==> src/rtl/word_packer.sv <==
// Packs IN_W-bit lanes MSB-first into OUT_W-bit words with a one-deep output register.
// Optional partial-word flush is enabled by defining WORD_PACKER_FLUSH_EN.
module word_packer #(
    parameter  int IN_W  = 8,
    parameter  int LANES = 4,
    localparam int OUT_W = IN_W * LANES,
    localparam int CNT_W = $clog2(LANES)
) (
    input  logic             clk_4f,
    input  logic             reset_L,
    input  logic [IN_W-1:0]  data_in,
    input  logic             valid_in,
    output logic             ready_out,
    input  logic             flush,
    output logic [OUT_W-1:0] data_out,
    output logic             valid_out,
    input  logic             ready_in,
    output logic [CNT_W-1:0] lane_cnt,
    output logic [15:0]      word_cnt
);

    localparam logic [CNT_W-1:0] LAST_LANE = CNT_W'(LANES - 1);

    logic [OUT_W-1:0] partial;
    logic [OUT_W-1:0] merged;
    logic [OUT_W-1:0] load_word;
    logic             slot_free;
    logic             last_lane;
    logic             accept;
    logic             handshake;
    logic             flush_take;
    logic             load;

    assign slot_free = !valid_out || ready_in;
    assign last_lane = (lane_cnt == LAST_LANE);
    assign ready_out = !(last_lane && !slot_free);
    assign accept    = valid_in && ready_out;
    assign handshake = valid_out && ready_in;

    always_comb begin
        merged = partial;
        for (int unsigned k = 0; k < LANES; k++) begin
            if (lane_cnt == CNT_W'(k))
                merged[OUT_W-1-k*IN_W -: IN_W] = data_in;
        end
    end

    assign load_word = accept ? merged : partial;

`ifdef WORD_PACKER_FLUSH_EN
    // A lane arriving with flush joins the flushed word; the final lane takes the normal path.
    assign flush_take = flush && slot_free && (lane_cnt != '0 || accept) && !(accept && last_lane);
`else
    logic unused_flush;
    assign unused_flush = flush;
    assign flush_take   = 1'b0;
`endif

    assign load = (accept && last_lane) || flush_take;

    always_ff @(posedge clk_4f or negedge reset_L) begin
        if (!reset_L) begin
            data_out  <= '0;
            valid_out <= 1'b0;
            lane_cnt  <= '0;
            word_cnt  <= '0;
            partial   <= '0;
        end else begin
            if (load) begin
                data_out  <= load_word;
                valid_out <= 1'b1;
                partial   <= '0;
                lane_cnt  <= '0;
            end else begin
                if (accept) begin
                    partial  <= merged;
                    lane_cnt <= lane_cnt + CNT_W'(1);
                end
                if (handshake)
                    valid_out <= 1'b0;
            end
            if (handshake)
                word_cnt <= word_cnt + 16'd1;
        end
    end

endmodule
==> config.mk <==
export PLATFORM = sky130hd
export DESIGN_NAME = word_packer
export DESIGN_NICKNAME = d
export VERILOG_FILES = /design/src/rtl/word_packer.sv
export SDC_FILE = /design/constraint.sdc
export NUM_CORES = 1
export LEC_CHECK = 0
export BUFFER_PORTS_ARGS = -buffer_cell sky130_fd_sc_hd__buf_4
export CAP_MARGIN = 20
export CORE_UTILIZATION = 49
export CTS_CLUSTER_SIZE = 28
export DETAILED_ROUTE_END_ITERATION = 16
export PLACE_DENSITY = 0.82
export REMOVE_ABC_BUFFERS = 1
export SLEW_MARGIN = 0
export SYNTH_ARGS = -nofsm -noshare
export SYNTH_HDL_FRONTEND = slang
export SYNTH_SLANG_ARGS = --single-unit
==> constraint.sdc <==
create_clock -name clk_4f -period 1.39 [get_ports clk_4f]
set_input_delay 0.278 -clock clk_4f [delete_from_list [all_inputs] [get_ports clk_4f]]
set_output_delay 0.278 -clock clk_4f [all_outputs]
set_load 0.05 [all_outputs]
; Word level (Yosys, flattened, before mapping)
; Index checks and enable logic that the tools add are counted.
[totals]
output_inout_bits = 52
elab_cells = 31
input_bits = 13
reg_bits = 83
[op_classes]
reduce_logical = 11
muxes = 10
n_addsub = 2
eq_ne = 3
[ops]
columns = op, n
row1 = $mux 32, 2
row2 = $mux 8, 4
row3 = $add 16x1->16 const B, 1
row4 = $eq 2x2->1 const B, 2
row5 = $logic_and 1x1->1, 4
row6 = $mux 2, 2
row7 = $reduce_bool 2->1, 2
row8 = $logic_not 1->1, 3
row9 = $add 2x1->2 const B, 1
row10 = $eq 2x1->1 const B, 1
row11 = $logic_not 2->1, 1
row12 = $mux 1, 2
row13 = $logic_or 1x1->1, 1

; Longest topological paths before layout
; Gate-level depths: netlist of run 1.
[depth]
word_depth = 8
ltp_mapped = 7

; Worst setup path after synthesis of run 1
; Ideal clock, no wire load.
[synth_path]
path_kind = reg2reg
startpoint = register lane_cnt[0]
endpoint = register partial[10]
period_less_slack_ps = 2237
required_ps = 1272
slack_ps = -847
arrival_ps = 2119
stages_incl_launch_ff = 7
cell_sequence = dfrtp_1 -> ha_1 -> nand3b_1 -> and3_1 -> buf_6 -> mux2i_1 -> nor2_1
[synth_between]
elab_chain_cells = 6
word_cells_on_any_way = 9
classes_between = eq/ne: 2 / mux: 3 / reduce/logical: 4
[synth_lines]
columns = element, line
row1 = from (decl), 18  ; output logic [CNT_W-1:0] lane_cnt,
row2 = from (signal assigned), 77  ; lane_cnt <= lane_cnt + CNT_W'(1);
row3 = $eq 2x2->1 (*), 35  ; assign last_lane = (lane_cnt == LAST_LANE);
row4 = $logic_and 1x1->1 (*), 36  ; assign ready_out = !(last_lane && !slot_free);
row5 = $logic_not 1->1 (*), 36
row6 = via ready_out, 13  ; output logic ready_out,
row7 = $logic_and 1x1->1 (*), 37  ; assign accept = valid_in && ready_out;
row8 = $mux 32 or $logic_and 1x1->1 (tied branches), "75, 59"
row9 = $mux 32 (*), 69  ; if (load) begin
row10 = to (signal assigned), 76  ; partial <= merged;
row11 = to (decl), 24  ; logic [OUT_W-1:0] partial;
; The timed path passes the listed nets; every way through them passes the cells marked *.
; A chain may end at the register's enable or synchronous reset.

; Final worst setup path of run 1
[layout_path]
startpoint = register lane_cnt[1]
endpoint = output ready_out
[layout_between]
elab_chain_cells = 3
[layout_lines]
columns = element, line
row1 = $eq 2x2->1, 35
row2 = $logic_and 1x1->1, 36
row3 = $logic_not 1->1, 36
row4 = to (decl), 13
; Every way passes these cells.

==> impl_metrics.toml, run 1 <==
[run]
cap_violations = 0

[power_and_ir_drop]
switching_share_pct = 44.8
comb_power_share_pct = 56.4
peakVddDrop_uv = 1430
pwr-share-clk_pct = 12.7
p_int_uw = 6520
powerDensity_mw_per_mm2 = 2530
p_switching_uw = 5300
pwr-share-seq_pct = 30.9
leakage_uw = 0.00214

[worst_hold_path]
hold_class = "in -> reg"
hold_start = "data_in[4]"

[final_layout]
drive_gt1_share_pct = 43.1
fillers = 435
regArea_mm2 = 0.00188
multi_input_area_mm2 = 0.00147
area_growth_syn_to_layout_pct = 39.8
stdcell_count = 460
nets = 396
final_area_mm2 = 0.00467
diodes = 0

[clocking]
cts.sinks = 75
cts_tree = "done"
clk_latency_ps = 350
cts_buffer_depth = 2
htree_levels = 3
root_buffer = "clkbuf_8"
cts_buffers = 9
clk_pin_slew_worst_paths_ps = 80

[placement]
gp_congestion = 0.839
port_buffers = 63
dp_hpwl_mm = 4.66
place_inst = 431
dpl_cell_area_mm2 = 0.00403
pre_cts_slack_ps = -161

[routing]
drc_errors = 1
vias = 2450
antenna_left = 0
drt_iter0_markers = 137
wl_per_cell_um = 16.5
vias_per_cell = 5.33
wirelength_mm = 7.57
first_pass_iters = 12

[floorplanning]
initial_utilization_pct = 51.7
dieHeight_um = 84.5
core_area_mm2 = 0.00646
io_pins = 65
die-width_um = 84.5
rows = 29
fp.dieArea_mm2 = 0.00715

[synth]
syn_area_per_cell_um2 = 11.9
synth_cell_types = 26
yosysSeqAreaShare_pct = 56.2
syn_inst = 280
yosysWarnings = 0
syn_area_mm2 = 0.00334
synth-seq-cells = 75

[timing]
fin_ws_ps = -225
layout_min_cycle_time_ps = 1610
rsz0062_at_grt = "true"
finalHoldViolCount = 0
tightest_slew_ps = 269
relSlewSlack_pct = 81.9
fmax_ghz = 0.619
min_period_over_period_pct = 116
drv_slew = 0
fin_worst_skew_ps = 13.8
hold-worst-slack_ps = 226
setup_viol = 59
finalSetupTns_ps = -7680

[setup_path]
rr_startpoint = "lane_cnt[1]"
crit_arrival_ps = 1340
start_kind = "flop"
path_class = "reg -> out"
critPathTopFamily = "flip-flops"
slowest_delay_ps = 370
worst_ep_required_time_ps = 1110
slowest_stage = "dfrtp_1"
crit_buf_inv = 2
cp_max_fo = 2
cp-startpoint = "lane_cnt[1]"
critPathCaptureType = "output port"
worstPathCellList = "ha_2 > nand3b_1 > buf_6 > buf_8"

[global_routing]
met1_usage_pct = 27.1
grtUsageMet3_pct = 4.52
grt_use_total_pct = 21.1
grt_pass1_vias = 2365
grt_first_pass_wirelength_mm = 11.7
busiest_layer = "met2"
grt_max_degree = 39
antenna_found_initial = 0
gr-total-overflow = 0
use_met2_pct = 35.2

[status]
status = "finished, violations left"
violations = "DRC, setup timing"
## per-layer routing
metal	wire (um)	up-vias
li1	-	1153
met1	3180	1234
met3	250	9
met4	157	0
met2	3980	54
met5	0	-
## state kept, by name (all words and copies together) (netlist names)
| name | cells |
|---|---|
| word_cnt | 16 |
| valid_out | 1 |
| lane_cnt | 2 |
| data_out | 32 |
| partial | 24 |
## timing repair
| action | in CTS | in global routing |
|---|---|---|
| endpoints found under the setup margin | 55 | 59 |
| cloned | 3 | 3 |
| hold buffers | 1 | 0 |
| pin swaps | 7 | 4 |
| hold endpoints to repair | 75 | 0 |
| setup buffers | 5 | 2 |
| gates resized for setup | 32 | 41 |
## cells in the mapped netlist
| master | n | area (um2) |
|---|---|---|
| nand3_1 | 8 | 40.0 |
| buf_6 | 7 | 78.8 |
| nor3_1 | 1 | 5.00 |
| nand2_1 | 10 | 37.5 |
| nand3b_1 | 1 | 7.51 |
| dfrtp_1 | 75 | 1880 |
| a21oi_1 | 24 | 120 |
| buf_2 | 7 | 35.0 |
| inv_1 | 2 | 7.51 |
| buf_4 | 2 | 15.0 |
| a22o_1 | 1 | 8.76 |
| and4_1 | 1 | 8.76 |
| xnor2_1 | 13 | 114 |
| and4_4 | 1 | 11.3 |
| nor3_2 | 1 | 10.0 |
| ha_1 | 5 | 62.6 |
| mux2_2 | 4 | 45.0 |
| and3_1 | 4 | 25.0 |
| mux2i_1 | 48 | 480 |
| nor2_1 | 51 | 191 |
| nand2b_1 | 1 | 6.26 |
| nor2b_4 | 1 | 13.8 |
| nand4_1 | 3 | 18.8 |
| xor2_1 | 2 | 17.5 |
| mux2_4 | 6 | 90.1 |
| and3_4 | 1 | 11.3 |
## worst paths after layout
check,cells past startpoint,slack [ps],to
max,4,-220,ready_out
min,2,230,data_out[4]
max reg2reg,7,-180,partial[10]
min reg2reg,1,490,word_cnt[14]
max in group asynchronous,3,710,data_out[19]
min in group asynchronous,2,290,word_cnt[2]
## worst reg2reg max path, stage by stage, from the launching register on
cell and delay [ps]:
dfrtp_1 390, ha_2 200, nand3b_1 140, buf_4 140, and3_4 180, buf_6 120, mux2i_1 220, nor2_1 60
## per-stage QoR
step | power, uW | util, %
floorplan | 7450 | -
global placement | 9200 | 62.4
detailed placement | 9360 | 62.4
CTS | 11300 | 69.0
global route | 12400 | 72.2
finish | 11800 | 72.2
## placed cells by master, fill, tap and decap left out, types with 3 or more instances in the layout
master     count
dfrtp_1       75
mux2_2         3
nand3_1        8
ha_2           3
nor2_4         4
buf_6         10
clkbuf_16      3
nand4_1        3
buf_8          9
a21oi_2       11
clkbuf_8      11
clkbuf_1       4
nand2_1        8
mux2_4         7
nor2_2        10
buf_4         73
a21oi_1       13
xnor2_1       13
and3_4         4
nor2_1        37
mux2i_1       46
buf_12         5
## kinds of logic after synthesis
family,share of synthesized area [%]
compound gates,3.86
xor+xnor,3.94
fa+ha+maj,1.87
buf+inv,4.09
flops,56.2
mux,18.4
simple gates,11.6
## layout make-up
class                      instances  share of cell area (%)
clock buffer                      15                    3.57
clock inverter                     1                   0.161
inverter                           2                   0.161
multi-input combinational        187                    31.5
sequential                        75                    40.2
tap                               77                    2.06
timing repair buffer             103                    22.3
## power groups by stage
stage                     Clock [uW]  Sequential [uW]  Combinational (uW)
final                           1500             3650                6660
after global routing            1630             3760                6990
after CTS                       1530             3580                6200
after detailed placement           0             3610                5750
after global placement             0             3560                5630
after floorplan                    0             5580                1870
(Power assumes the default switching activity.)
==> inputs of run 2 (changes only) <==
--- a/config.mk
+++ b/config.mk
@@ -5,9 +5,10 @@
 export SDC_FILE = /design/constraint.sdc
 export NUM_CORES = 1
 export LEC_CHECK = 0
+export ABC_AREA = 1
 export BUFFER_PORTS_ARGS = -buffer_cell sky130_fd_sc_hd__buf_4
 export CAP_MARGIN = 20
-export CORE_UTILIZATION = 49
+export CORE_UTILIZATION = 50
 export CTS_CLUSTER_SIZE = 28
 export DETAILED_ROUTE_END_ITERATION = 16
 export PLACE_DENSITY = 0.82
==> impl_metrics.toml, run 2 <==
[status]
status = "finished, violations left"
violations = "setup timing"

[final_layout]
regMostFlops = "data_out"
nets = 577
diodes = 0
fillers = 468
layout_commonest_cell = "nand2_1"
stdcell_count = 660
reg_top3 = "data_out (32), partial (24), word_cnt (16)"
multi_input_area_mm2 = 0.00170
area_growth_syn_to_layout_pct = 39.4
final_cell_mix = "nand2_1, dfrtp_1, buf_4"
drive_gt1_share_pct = 32.3
regArea_mm2 = 0.00188
largest_reg_flops = 32

[global_routing]
grt_max_degree = 30
grt_first_pass_wirelength_mm = 14.5
grt_pass1_vias = 3225
grt_use_total_pct = 24.5
antenna_found_initial = 0
gr-total-overflow = 0

[setup_path]
cp.depth = 4
worst_ep_required_time_ps = 1110
cp-startpoint = "lane_cnt[0]"
start_kind = "flop"
crit_buf_inv = 2
critPathCaptureType = "output port"
slowest_stage = "dfrtp_1"
rr_startpoint = "lane_cnt[0]"
worstPathCellList = "ha_4 > nand3_4 > buf_6 > buf_8"
slowest_delay_ps = 420
cp_max_fo = 2
reg2regPathDepth = 9
critPathTopFamily = "flip-flops"
path_class = "reg -> out"
crit_arrival_ps = 1280

[synth]
syn_area_per_cell_um2 = 7.98
synth_xor_xnor_area_share_pct = 1.90
synth_compound_area_share_pct = 9.55
syn_area_mm2 = 0.00369
yosysSeqAreaShare_pct = 50.8
synth_edf_count = 0
synth_common_cells = "nand2_1, dfrtp_1, inv_1"
yosysWarnings = 0
synth_async_sr_flop_share_pct = 100
synth_top_family_by_area = "simple AND/OR/NAND/NOR gates"
synth-simple-area-share_pct = 27.9
synth_top_area_cell = "dfrtp_1"
synth.area.mux_share_pct = 0
synth_top_area_share_pct = 50.8
syn_inst = 463
synth_most_common_cell = "nand2_1"
ys_top_cells_by_area = "dfrtp_1, nand2_1, a21oi_2"
synth-seq-cells = 75
synth-adder-area-share_pct = 1.69
synth_cell_types = 21
ys.flop_type = "dfrtp_1"

[power_and_ir_drop]
leakage_uw = 0.00269
finalPower_uw = 11500
peakVddDrop_uv = 1210
powerDensity_mw_per_mm2 = 2240

[timing]
setup_viol = 60
fmax_ghz = 0.643
min_period_over_period_pct = 112
fin_worst_skew_ps = 12.3
layout_min_cycle_time_ps = 1560
relSlewSlack_pct = 75.3
drv_slew = 0
finalHoldViolCount = 0
rsz0062_at_grt = "true"
fin_ws_ps = -166
tightest_slew_ps = 370

[routing]
vias = 3499
vias_per_cell = 5.30
wl_per_cell_um = 16.0
first_pass_iters = 7
antenna_left = 0
drc_errors = 0
wirelength_mm = 10.5
drt_iter0_markers = 281

[floorplanning]
core_area_mm2 = 0.00698
die-width_um = 88.0
rows = 30
io_pins = 65
dieHeight_um = 88.0
fp.dieArea_mm2 = 0.00774
initial_utilization_pct = 52.9

[placement]
port_buffers = 63
gp_congestion = 0.866
dp_hpwl_mm = 5.68
place_inst = 630
pre_cts_slack_ps = -83.1

[run]
cap_violations = 0

[worst_hold_path]
min_path_cells = 3
hold_start = "data_in[3]"
hold_class = "in -> reg"

[clocking]
htree_levels = 3
cts_tree = "done"
cts.sinks = 75
cts_buffer_depth = 2
cts_buffers = 9
clk_latency_ps = 350
root_buffer = "clkbuf_8"
clk_pin_slew_worst_paths_ps = 90
## run 2: cell count changes in the layout (fill, tap and decap cells not counted), sizes merged, moves of 5 or more
cell and change:
o21ai +27, mux2 -10, xnor2 -11, and3 -5
clkinv +6, inv +41, clkbuf -7, nor2 -39
nand2 +221, mux2i -48
## run 2: logic make-up (layout without fill, tap and decap cells)
kind of cell | Yosys count | count (layout)
AND/OR/NAND/NOR | 261 | 261
flip-flops | 75 | 75
buffers and inverters | 62 | 163
AO/OA/AOI/OAI | 52 | 52
XOR/XNOR | 8 | 8
adder cells (fa/ha/maj) | 5 | 5
## run 2: path summary, 6_finish.rpt
| kind | endpoint | slack, ps |
|---|---|---|
| max in group asynchronous | partial[9] | 510 |
| min | data_out[3] | 170 |
| min reg2reg | data_out[29] | 490 |
| min in group asynchronous | word_cnt[14] | 390 |
| max | ready_out | -170 |
| max reg2reg | data_out[27] | -160 |
## run 2: worst reg2reg max path: cells and delay by family (launching register included)
family	cells	cell delay, ps
buffers and inverters	2	300
flip-flops	1	420
adder cells (fa/ha/maj)	1	180
AND/OR/NAND/NOR	6	540
## run 2: power breakdown
| group | internal [uW] | total, uW | switching, uW |
|---|---|---|---|
| clock | 1010 | 1850 | 838 |
| combinational | 2300 | 6150 | 3850 |
| sequential | 2980 | 3550 | 568 |
## run 2: layout make-up
type                    instances  area share (%)
inverters                      44            3.60
flip-flops and latches         75            36.5
multi-input cells             326            33.0
repair buffers                103            20.4
well taps                      96            2.33
clock buffers                   9            2.41
clock inverters                 7            1.80
## run 2: stage by stage
| stage | hold WS (ps) | cell area, um2 | util [%] | setup TNS, ps |
|---|---|---|---|---|
| final | 169 | 5150 | 73.8 | -3900 |
| after floorplan | -17.6 | 3560 | - | -92100 |
| after global routing | 175 | 5150 | 73.8 | -8060 |
| after CTS | 159 | 4840 | 69.3 | -1250 |
| after detailed placement | 214 | 4430 | 63.5 | -2580 |
| after global placement | 213 | 4430 | 63.5 | -182 |
## run 2: metal layers
metal | track usage, % | share of wire (%) | vias up
met1 | 29.3 | 39 | 1691
met2 | 42.1 | 52 | 162
li1 | - | - | 1618
met4 | 12.4 | 2.5 | 0
met3 | 5.00 | 6.5 | 28
met5 | 0 | 0 | -
## run 2: timing repair
item | in CTS | in global routing
endpoints found under the setup margin | 63 | 72
hold buffers | 1 | 0
endpoints found under the hold margin | 24 | 0
gates cloned | 3 | 2
setup buffers | 0 | 9
pin swaps | 7 | 41
resized for setup | 28 | 74
